**config.mk**
```make
export PLATFORM = sky130hd
export DESIGN_NAME = loom_axil_csr_responder_flat
export DESIGN_NICKNAME = d
export VERILOG_FILES = /design/src/rtl/loom_axil_csr_responder_if.sv /design/src/rtl/loom_axil_csr_responder.sv /design/src/flat_wrapper.sv
export SDC_FILE = /design/constraint.sdc
export NUM_CORES = 1
export LEC_CHECK = 0
export ABC_CLOCK_PERIOD_IN_PS = 3800
export CAP_MARGIN = 10
export CORE_MARGIN = 2
export CORE_UTILIZATION = 55
export CTS_CLUSTER_DIAMETER = 150
export DETAILED_ROUTE_END_ITERATION = 6
export PLACE_DENSITY = 0.85
export SYNTH_ARGS = -nofsm -noshare
export SYNTH_HDL_FRONTEND = slang
export SYNTH_SLANG_ARGS = --single-unit
```
**constraint.sdc**
```tcl
create_clock -name clk_i -period 3.8 [get_ports clk_i]
set_input_delay 0.76 -clock clk_i [delete_from_list [all_inputs] [get_ports clk_i]]
set_output_delay 0.76 -clock clk_i [all_outputs]
set_load 0.05 [all_outputs]
```
**src/rtl/loom_axil_csr_responder_if.sv**
```systemverilog
// AXI-Lite bus bundle between the loom_shell host master and the CSR responder.
// The master modport drives address/data/ready-for-response; the slave answers.
interface loom_axil_csr_responder_if #(
    parameter int ADDR_WIDTH = 20
);
    logic [ADDR_WIDTH-1:0] araddr;
    logic                  arvalid;
    logic                  arready;
    logic [31:0]           rdata;
    logic [1:0]            rresp;
    logic                  rvalid;
    logic                  rready;
    logic [ADDR_WIDTH-1:0] awaddr;
    logic                  awvalid;
    logic                  awready;
    logic [31:0]           wdata;
    logic [3:0]            wstrb;
    logic                  wvalid;
    logic                  wready;
    logic [1:0]            bresp;
    logic                  bvalid;
    logic                  bready;

    modport master (
        output araddr, arvalid, rready, awaddr, awvalid, wdata, wstrb, wvalid, bready,
        input  arready, rdata, rresp, rvalid, awready, wready, bresp, bvalid
    );

    modport slave (
        input  araddr, arvalid, rready, awaddr, awvalid, wdata, wstrb, wvalid, bready,
        output arready, rdata, rresp, rvalid, awready, wready, bresp, bvalid
    );
endinterface

```
**src/rtl/loom_axil_csr_responder.sv**
```systemverilog
// AXI-Lite CSR bank (ID, CTRL, IRQ status/mask, scratch) driving the XDMA user IRQ
// and finish flag. One outstanding transaction per channel, all outputs registered.
module loom_axil_csr_responder #(
    parameter int          ADDR_WIDTH = 20,
    parameter int          N_REGS     = 8,
    parameter logic [31:0] ID_VALUE   = 32'h4C4F_4F4D
) (
    input  logic                    clk_i,
    input  logic                    rst_ni,
    loom_axil_csr_responder_if.slave s_axil,
    input  logic [15:0]             event_i,
    output logic                    irq_o,
    output logic                    finish_o
);
    localparam int IDX_W = ADDR_WIDTH - 2;
    localparam int SEL_W = $clog2(N_REGS);

    typedef enum logic {R_IDLE, R_RESP} r_state_e;

    r_state_e          r_state_q;
    logic              arready_q, rvalid_q;
    logic [31:0]       rdata_q;
    logic [1:0]        rresp_q;
    logic              awready_q, wready_q, aw_held_q, w_held_q, bvalid_q;
    logic [1:0]        bresp_q;
    logic [IDX_W-1:0]  aw_idx_q;
    logic [31:0]       wdata_q;
    logic [3:0]        wstrb_q;
    logic [1:0]        ctrl_q;
    logic [15:0]       status_q, mask_q;
    logic [31:0]       scratch_q [N_REGS];
    logic              irq_q, finish_q;

    function automatic logic [31:0] merge_bytes(input logic [31:0] old_v,
                                                input logic [31:0] new_v,
                                                input logic [3:0]  strb);
        logic [31:0] res;
        for (int b = 0; b < 4; b++) begin
            res[8*b +: 8] = strb[b] ? new_v[8*b +: 8] : old_v[8*b +: 8];
        end
        return res;
    endfunction

    logic             aw_hs, w_hs, wr_commit, wr_in_range;
    logic             aw_held_d, w_held_d, bvalid_d;
    logic [IDX_W-1:0] wr_idx, ar_idx;
    logic [SEL_W-1:0] wr_sel, ar_sel;
    logic [31:0]      wr_data, wr_old, wr_merged, rd_word;
    logic [3:0]       wr_strb;
    logic [1:0]       rd_resp;
    logic [15:0]      status_clr;
    logic             unused_addr_lo;

    assign unused_addr_lo = ^{s_axil.araddr[1:0], s_axil.awaddr[1:0]};

    assign aw_hs       = s_axil.awvalid && awready_q;
    assign w_hs        = s_axil.wvalid && wready_q;
    assign wr_commit   = (aw_held_q || aw_hs) && (w_held_q || w_hs);
    assign wr_idx      = aw_held_q ? aw_idx_q : s_axil.awaddr[ADDR_WIDTH-1:2];
    assign wr_data     = w_held_q ? wdata_q : s_axil.wdata;
    assign wr_strb     = w_held_q ? wstrb_q : s_axil.wstrb;
    assign wr_in_range = wr_idx < IDX_W'(N_REGS);
    assign wr_sel      = wr_idx[SEL_W-1:0];
    assign ar_idx      = s_axil.araddr[ADDR_WIDTH-1:2];
    assign ar_sel      = ar_idx[SEL_W-1:0];

    assign aw_held_d = !wr_commit && (aw_held_q || aw_hs);
    assign w_held_d  = !wr_commit && (w_held_q || w_hs);
    assign bvalid_d  = wr_commit || (bvalid_q && !s_axil.bready);

    always_comb begin
        wr_old = scratch_q[wr_sel];
        if (wr_idx == IDX_W'(1)) wr_old = {30'b0, ctrl_q};
        if (wr_idx == IDX_W'(3)) wr_old = {16'b0, mask_q};
    end
    assign wr_merged = merge_bytes(wr_old, wr_data, wr_strb);

    // Write-1-to-clear of IRQ_STATUS; the event OR is applied after, so sets win.
    assign status_clr = (wr_commit && wr_in_range && wr_idx == IDX_W'(2))
                      ? (wr_data[15:0] & {{8{wr_strb[1]}}, {8{wr_strb[0]}}}) : 16'h0;

    always_comb begin
        rd_word = 32'h0;
        rd_resp = 2'b00;
        if (ar_idx >= IDX_W'(N_REGS))  rd_resp = 2'b10;
        else if (ar_idx == IDX_W'(0))  rd_word = ID_VALUE;
        else if (ar_idx == IDX_W'(1))  rd_word = {30'b0, ctrl_q};
        else if (ar_idx == IDX_W'(2))  rd_word = {16'b0, status_q};
        else if (ar_idx == IDX_W'(3))  rd_word = {16'b0, mask_q};
        else                           rd_word = scratch_q[ar_sel];
    end

    always_ff @(posedge clk_i or negedge rst_ni) begin
        if (!rst_ni) begin
            r_state_q <= R_IDLE;
            arready_q <= 1'b0;
            rvalid_q  <= 1'b0;
            rdata_q   <= 32'h0;
            rresp_q   <= 2'b00;
            awready_q <= 1'b0;
            wready_q  <= 1'b0;
            aw_held_q <= 1'b0;
            w_held_q  <= 1'b0;
            bvalid_q  <= 1'b0;
            bresp_q   <= 2'b00;
            aw_idx_q  <= '0;
            wdata_q   <= 32'h0;
            wstrb_q   <= 4'h0;
            ctrl_q    <= 2'b00;
            status_q  <= 16'h0;
            mask_q    <= 16'h0;
            irq_q     <= 1'b0;
            finish_q  <= 1'b0;
            for (int i = 0; i < N_REGS; i++) scratch_q[i] <= 32'h0;
        end else begin
            case (r_state_q)
                R_IDLE: begin
                    arready_q <= 1'b1;
                    if (s_axil.arvalid && arready_q) begin
                        rdata_q   <= rd_word;
                        rresp_q   <= rd_resp;
                        rvalid_q  <= 1'b1;
                        arready_q <= 1'b0;
                        r_state_q <= R_RESP;
                    end
                end
                R_RESP: begin
                    if (s_axil.rready) begin
                        rvalid_q  <= 1'b0;
                        arready_q <= 1'b1;
                        r_state_q <= R_IDLE;
                    end
                end
                default: r_state_q <= R_IDLE;
            endcase

            aw_held_q <= aw_held_d;
            w_held_q  <= w_held_d;
            bvalid_q  <= bvalid_d;
            awready_q <= !aw_held_d && !bvalid_d;
            wready_q  <= !w_held_d && !bvalid_d;
            if (aw_hs) aw_idx_q <= s_axil.awaddr[ADDR_WIDTH-1:2];
            if (w_hs) begin
                wdata_q <= s_axil.wdata;
                wstrb_q <= s_axil.wstrb;
            end
            if (wr_commit) bresp_q <= wr_in_range ? 2'b00 : 2'b10;

            if (wr_commit && wr_in_range) begin
                if (wr_idx == IDX_W'(1))      ctrl_q <= wr_merged[1:0];
                else if (wr_idx == IDX_W'(3)) mask_q <= wr_merged[15:0];
                else if (wr_idx >= IDX_W'(4)) scratch_q[wr_sel] <= wr_merged;
            end
            status_q <= (status_q & ~status_clr) | event_i;

            irq_q    <= ctrl_q[1] && |(status_q & mask_q);
            finish_q <= ctrl_q[0];
        end
    end

    assign s_axil.arready = arready_q;
    assign s_axil.rvalid  = rvalid_q;
    assign s_axil.rdata   = rdata_q;
    assign s_axil.rresp   = rresp_q;
    assign s_axil.awready = awready_q;
    assign s_axil.wready  = wready_q;
    assign s_axil.bvalid  = bvalid_q;
    assign s_axil.bresp   = bresp_q;
    assign irq_o          = irq_q;
    assign finish_o       = finish_q;
endmodule

```
**src/flat_wrapper.sv**
```systemverilog
// flat-port wrapper written by rule: the top's interface ports become plain ports
module loom_axil_csr_responder_flat 
#(
    parameter int          ADDR_WIDTH = 20,
    parameter int          N_REGS     = 8,
    parameter logic [31:0] ID_VALUE   = 32'h4C4F_4F4D
)
  (clk_i, rst_ni, event_i, irq_o, finish_o, s_axil_araddr, s_axil_arvalid, s_axil_rready, s_axil_awaddr, s_axil_awvalid, s_axil_wdata, s_axil_wstrb, s_axil_wvalid, s_axil_bready, s_axil_arready, s_axil_rdata, s_axil_rresp, s_axil_rvalid, s_axil_awready, s_axil_wready, s_axil_bresp, s_axil_bvalid);
  loom_axil_csr_responder_if #(.ADDR_WIDTH(ADDR_WIDTH)) s_axil_i ();
  input  logic clk_i;
  input  logic rst_ni;
  input  logic [15:0] event_i;
  output logic irq_o;
  output logic finish_o;
  input wire logic [$bits(s_axil_i.araddr)-1:0] s_axil_araddr;
  input wire logic [$bits(s_axil_i.arvalid)-1:0] s_axil_arvalid;
  input wire logic [$bits(s_axil_i.rready)-1:0] s_axil_rready;
  input wire logic [$bits(s_axil_i.awaddr)-1:0] s_axil_awaddr;
  input wire logic [$bits(s_axil_i.awvalid)-1:0] s_axil_awvalid;
  input wire logic [$bits(s_axil_i.wdata)-1:0] s_axil_wdata;
  input wire logic [$bits(s_axil_i.wstrb)-1:0] s_axil_wstrb;
  input wire logic [$bits(s_axil_i.wvalid)-1:0] s_axil_wvalid;
  input wire logic [$bits(s_axil_i.bready)-1:0] s_axil_bready;
  output wire logic [$bits(s_axil_i.arready)-1:0] s_axil_arready;
  output wire logic [$bits(s_axil_i.rdata)-1:0] s_axil_rdata;
  output wire logic [$bits(s_axil_i.rresp)-1:0] s_axil_rresp;
  output wire logic [$bits(s_axil_i.rvalid)-1:0] s_axil_rvalid;
  output wire logic [$bits(s_axil_i.awready)-1:0] s_axil_awready;
  output wire logic [$bits(s_axil_i.wready)-1:0] s_axil_wready;
  output wire logic [$bits(s_axil_i.bresp)-1:0] s_axil_bresp;
  output wire logic [$bits(s_axil_i.bvalid)-1:0] s_axil_bvalid;
  assign s_axil_i.araddr = s_axil_araddr;
  assign s_axil_i.arvalid = s_axil_arvalid;
  assign s_axil_i.rready = s_axil_rready;
  assign s_axil_i.awaddr = s_axil_awaddr;
  assign s_axil_i.awvalid = s_axil_awvalid;
  assign s_axil_i.wdata = s_axil_wdata;
  assign s_axil_i.wstrb = s_axil_wstrb;
  assign s_axil_i.wvalid = s_axil_wvalid;
  assign s_axil_i.bready = s_axil_bready;
  assign s_axil_arready = s_axil_i.arready;
  assign s_axil_rdata = s_axil_i.rdata;
  assign s_axil_rresp = s_axil_i.rresp;
  assign s_axil_rvalid = s_axil_i.rvalid;
  assign s_axil_awready = s_axil_i.awready;
  assign s_axil_wready = s_axil_i.wready;
  assign s_axil_bresp = s_axil_i.bresp;
  assign s_axil_bvalid = s_axil_i.bvalid;
  loom_axil_csr_responder #(.ADDR_WIDTH(ADDR_WIDTH), .N_REGS(N_REGS), .ID_VALUE(ID_VALUE)) u_core (.clk_i(clk_i), .rst_ni(rst_ni), .s_axil(s_axil_i), .event_i(event_i), .irq_o(irq_o), .finish_o(finish_o));
endmodule
```
Word-level counts from Yosys, hierarchy flattened

Index checks and enable logic that the tools add are counted.

Mux-type cells: 35
Eq/ne operators: 8
Bitwise logic cells: 10
Reduce and logical (&&, ||, !) cells: 28
Order comparisons: 6

Operators by type and width:

| cell                                                                                  | count |
|---|---|
| 32-bit 2-to-1 mux                                                                     | 13 |
| 256-bit bitwise mux                                                                   | 1 |
| 32-bit binary-select mux with 3-bit select                                            | 2 |
| 32-bit demux with 3-bit select                                                        | 1 |
| 18-bit by 2-bit equality test with 1-bit output (second input constant)               | 4 |
| 16-bit AND                                                                            | 3 |
| 18-bit by 1-bit equality test with 1-bit output (second input constant)               | 2 |
| 8-bit 2-to-1 mux                                                                      | 4 |
| 18-bit by 3-bit greater-or-equal comparator with 1-bit output (second input constant) | 1 |
| 18-bit by 4-bit greater-or-equal comparator with 1-bit output (second input constant) | 1 |
| 18-bit zero test                                                                      | 1 |
| 18-bit by 4-bit < comparator with 1-bit output (second input constant)                | 1 |
| 18-bit 2-to-1 mux                                                                     | 1 |
| 16-bit 2-to-1 mux                                                                     | 1 |
| 16-bit NOT                                                                            | 1 |
| 16-bit bitwise OR                                                                     | 1 |
| 16-bit OR reduction                                                                   | 1 |
| 1-bit logical AND                                                                     | 13 |
| 4-bit greater-or-equal comparator (second input constant)                             | 2 |
| 3-bit NOT with 4-bit output                                                           | 2 |
| 1-bit 2-to-1 mux                                                                      | 6 |
| 1-bit one-hot mux with 2 select lines                                                 | 3 |
| 2-bit AND reduction                                                                   | 3 |
| 1-bit zero test                                                                       | 5 |
| 9 further kinds                                                                       | 14 |

Input port bits: 99
Output and inout port bits: 43
Word-level logic and storage cells: 114
Bits in registers: 390

Logic depth before layout (Yosys ltp)

Depth after elaboration: 9
Depth in mapped cells: 10

Least setup slack after synthesis

Ideal clock, no wire load.

Path kind: input to register
Start: input s_axil_awaddr[4]
End: register u_core.ctrl_q[0]
Arrival: 2299 ps
Stages on the path: 7
Path slack: 1373 ps
Required time: 3672 ps
Cells stage by stage: clkbuf_1 -> or4b_1 -> buf_2 -> a211oi_1 -> o221a_2 -> mux2i_1 -> o21ai_0

Cells in the longest elaborated chain, start to end: 8
Elaborated cells on any way between the ends: 13

Ends and longest elaborated chain:

| item                                                 | RTL line                       | RTL |
|---|---|---|
| start: declaration                                   | flat_wrapper.sv:18             | `input wire logic [$bits(s_axil_i.awaddr)-1:0] s_axil_awaddr;` |
| 18-bit 2-to-1 mux *                                  | loom_axil_csr_responder.sv:59  | `assign wr_idx = aw_held_q ? aw_idx_q : s_axil.awaddr[ADDR_WIDTH-1:2];` |
| 3-bit NOT with 4-bit output (not written as such)    | loom_axil_csr_responder.sv:72  | `wr_old = scratch_q[wr_sel];` |
| 32-bit binary-select mux with 3-bit select           | loom_axil_csr_responder.sv:72  |  |
| 32-bit 2-to-1 mux (not written as such) (2 in a row) | loom_axil_csr_responder.sv:72  |  |
| 32-bit 2-to-1 mux                                    | loom_axil_csr_responder.sv:73  | `if (wr_idx == IDX_W'(1)) wr_old = {30'b0, ctrl_q};` |
| 32-bit 2-to-1 mux                                    | loom_axil_csr_responder.sv:74  | `if (wr_idx == IDX_W'(3)) wr_old = {16'b0, mask_q};` |
| 8-bit 2-to-1 mux                                     | loom_axil_csr_responder.sv:39  | `res[8*b +: 8] = strb[b] ? new_v[8*b +: 8] : old_v[8*b +: 8];` |
| end signal: assignment                               | loom_axil_csr_responder.sv:150 | `if (wr_idx == IDX_W'(1)) ctrl_q <= wr_merged[1:0];` |
| end: declaration                                     | loom_axil_csr_responder.sv:29  | `logic [1:0] ctrl_q;` |

Mark *: on every way between the ends. The rest lies on a longest branch, timed or not. The select of a mux whose other input is x is not followed.
A chain may end at the register's enable or synchronous reset.

Worst setup path after layout

Start: input s_axil_awaddr[2]
End: register u_core.scratch_q[6] (netlist bit)

Cells in the longest elaborated chain, start to end: 9
Elaborated cells on any way between the ends: 22

Ends and longest elaborated chain:

| item                                                 | RTL line                                                      | RTL |
|---|---|---|
| 18-bit 2-to-1 mux *                                  | loom_axil_csr_responder.sv:59                                 |  |
| 3-bit NOT with 4-bit output (not written as such)    | loom_axil_csr_responder.sv:72, loom_axil_csr_responder.sv:152 |  |
| 32-bit binary-select mux with 3-bit select           | loom_axil_csr_responder.sv:72                                 |  |
| 32-bit 2-to-1 mux (not written as such) (2 in a row) | loom_axil_csr_responder.sv:72                                 |  |
| 32-bit 2-to-1 mux                                    | loom_axil_csr_responder.sv:73                                 |  |
| 32-bit 2-to-1 mux                                    | loom_axil_csr_responder.sv:74                                 |  |
| 8-bit 2-to-1 mux                                     | loom_axil_csr_responder.sv:39                                 |  |
| 256-bit bitwise mux                                  | loom_axil_csr_responder.sv:152                                | `else if (wr_idx >= IDX_W'(4)) scratch_q[wr_sel] <= wr_merged;` |
| end signal: indexed assignment                       | loom_axil_csr_responder.sv:152                                |  |
| end: declaration                                     | loom_axil_csr_responder.sv:31                                 | `logic [31:0] scratch_q [N_REGS];` |

Marks and branches as above.

==> results.md <==
* Share of layout cells above drive strength 1 at between 10% and 20%
* # diodes at 0
* Worst-path fanout max at 30
* Final period utilization at approximately four fifths
* Final hold vios at 0
* Global route overflow at 0
* Worst vdd ir at 0.000396 V
* Initial core utilization at 55.6%
* Clk_skew at 0.0284 ns
* Avg Cell Area, Syn at ~10 um^2
* Vias/cell at slightly below 7
* Sequential power share at 40.0%
* GPL Wtd Cong at a little over 0.9
* Crit path max-delay family: buffers and inverters
* Boundary Pins at between 100 and 150
* Router iterations before antenna repair at 6
* RSZ-0062 raised after global routing: false
* Multiplexer area fraction after synthesis at between 10% and 20%
* Clock sink count at a little under 400
* CP Data Required Time at ~4.2 ns
* Adder and majority cell fraction of the synthesized area at 0%
* Via count at 14,700
* TritonCTS buffer count at 38
* DP HPWL at between 30,000 and 40,000 um
* Worst EP arrival at approximately 3.4 ns
* Commonest non-fill, non-tap cells in the layout: dfrtp_1, a21oi_1, nor2_1, clkdlybuf4s50_1, a31oi_1
* Fin cells at 2,168
* Worst hold margin at between 0.2 and 0.3 ns
* PD cells at ~570 mW/mm^2
* Final worst path period need at between 2 and 3 ns
* NetSw at slightly below 4 mW
* YS warnings at 0
* Clock transition at path regs at around 0.060 ns
* Pin count of the biggest net entering global routing at between 100 and 150
* CTS max path bufs at 3
* DRC violations left at 0
* DRT antenna net count at 0
* Dpl cells at between 2,000 and 2,500
* Global-route wire length before repair at 82,800 um
* Post_cts resized at 0
* Most used DFF post-synth: dfrtp_1
* Post-synthesis xor/xnor area fraction at 0%
* HP Class: in2async
* Leakage at 9.03 nW
* Worst-margin pin slew at about 1.1 ns
* Top-area cell type share of the netlist area at 53.9%
* Sw Ratio at between 30% and 40%
* Slew margin rel. at between 20 and 25%
* Die area at ~0.034 mm^2
* Cell Area, Synth at about 0.018 mm^2
* CTS tree: built
* Setup total negative slack at 0 ns
* Final setup vio count at 0
* Async SR Flop Fraction at between 90% and 100%
* Pre-CTS setup slack at 0.300 ns
* Sequential area share after synthesis at around 54%
* Clock power frac at a little under a third
* Iteration-0 DRC Markers at about 1,800
* Routed WL per cell at ~25 um
* CP Capture Type: flop
* Count of pins over their slew limit at 0
* Crit-path cells: clkdlybuf4s50_1 > nand4bb_1 > buf_4 > nand2_1 > a2111oi_0 > a211o_1 > a31oi_1
* Worst-skew pair later-pin latency at 0.55 ns
* EDFF count, synth at 0
* I/O Buffers at approximately 140
* Max cap viols at 0
* Std-Cell Rows at 66
* Synth cell types at just over 60
* CP Class: in2reg
* Final WL at 53,400 um
* CP bufs+invs at 2
* Post-route setup slack at 0.801 ns
* Biggest area consumer among synthesized cells: dfrtp_1
* Flops & latches, synth at between 300 and 400
* Syn-to-layout area delta at 14.4%
* Initial antenna violation count at 0
* Cells after synthesis at around 1,700
* Setup Buffers After CTS at 0
* Largest stage delay, worst path at 0.83 ns
* Complex-gate fraction of the synthesized area at roughly 16%
* Simple-gate share of the synthesized area at a little over a tenth
* CTS Hold Bufs at 0
* Die width at 185 um
* Outcome: finished clean
* Die Ht at approximately 180 um
* Pwr Total at about 12 mW
* Fmax at roughly 330 MHz
* Total internal power at 7.88 mW
* Total track usage at approximately a third
* Final nets at ~1,800
* Synth area leaders: dfrtp_1, a21oi_1, mux2_2, a31oi_1, mux4_2
* Core ar. at ~0.032 mm^2
* Largest family of logic cells by synthesized area: compound AO/OA/AOI/OAI gates
* H-tree levels at 2
* Most common cell after layout, fill and taps aside: dfrtp_1
* Max stage delay cell, worst path: clkdlybuf4s50_1
* Clk root buf: clkbuf_16
* Vias in the first global route at approximately 15,000
* CP Launch Type: primary input
* Combinational Power Share at about 29%
area by class of cell:
cell class	count	area, um^2
multi-input cells	1077	7220
fillers	2396	11800
clock buffers	54	1060
clock inverters	14	143
inverters	2	7.51
repair buffers	191	1900
flip-flops and latches	388	9710
well taps	442	553
per-stage QoR:
step	area, um^2	utilization (%)
final	20600	63.6
after global routing	20600	63.6
after CTS	20600	63.6
after detailed placement	19400	59.9
after global placement	19400	59.9
after floorplan	18000	-
cell families after synthesis:
kind of cell           count (synthesis)
muxes                                178
DFF                                  388
other                                  1
and+or+nand+nor                      409
buffers and inverters                260
AOI/OAI and AO/OA                    488
worst reg2reg max path: cells and delay by family, from the launching register on:
family	cells	cell delay, ns
compound gates	2	0.47
buf+inv	2	0.85
flops	1	0.73
simple gates	3	0.85
final timing paths:
path | start | to | slack, ns | depth (start not counted)
min in group clk_i | u_core.scratch_q[192] | u_core.scratch_q[192] | 0.38 | 0
worst min-delay path | rst_ni | u_core.wdata_q[25] | 0.28 | 1
worst max-delay path | s_axil_awaddr[2] | u_core.scratch_q[6] | 0.80 | 7
worst min register to register | u_core.scratch_q[192] | u_core.scratch_q[192] | 0.38 | 0
max in group asynchronous | rst_ni | u_core.s_axil.rdata[9] | 2.58 | 2
worst max register to register | u_core.aw_held_q | u_core.scratch_q[36] | 0.81 | 7
sequential cells by signal (all words and copies together), names as in the netlist, 2 cells and up:
name                 count
u_core.scratch_q       256
u_core.mask_q           16
u_core.wstrb_q           4
u_core.s_axil.rdata     32
u_core.status_q         16
u_core.wdata_q          32
u_core.aw_idx_q         18
u_core.ctrl_q            2
layer usage:
metal / track usage, % / vias to the layer above / part of all wire [%]
met5: 0 / - / 0
met4: 15.5 / 0 / 5.2
met3: 10.5 / 303 / 14
met2: 48.2 / 1228 / 44
met1: 40.8 / 7053 / 36
li1: - / 6157 / -
synth_stat cells, types with 9 or more instances:
library cell and instances:
a211oi_1 28, a21oi_1 235, a22o_1 12, a31oi_1 117, buf_1 11, buf_2 50
clkbuf_1 184, dfrtp_1 388, mux2_2 91, mux2i_1 54, mux4_2 32, nand2_1 85
nand4_1 31, nor2_1 182, nor4_1 51, o21ai_0 26, o2bb2ai_1 14, o31ai_1 9
power groups by stage:
stage / registers [mW] / clock network (mW) / logic [mW]
final: 4.72 / 3.69 / 3.38
after global routing: 4.76 / 3.90 / 3.59
after CTS: 4.71 / 3.71 / 3.29
after detailed placement: 4.79 / 0 / 3.25
after global placement: 4.76 / 0 / 3.17
after floorplan: 4.75 / 0 / 2.24
Power figures use the tool's default switching activity.
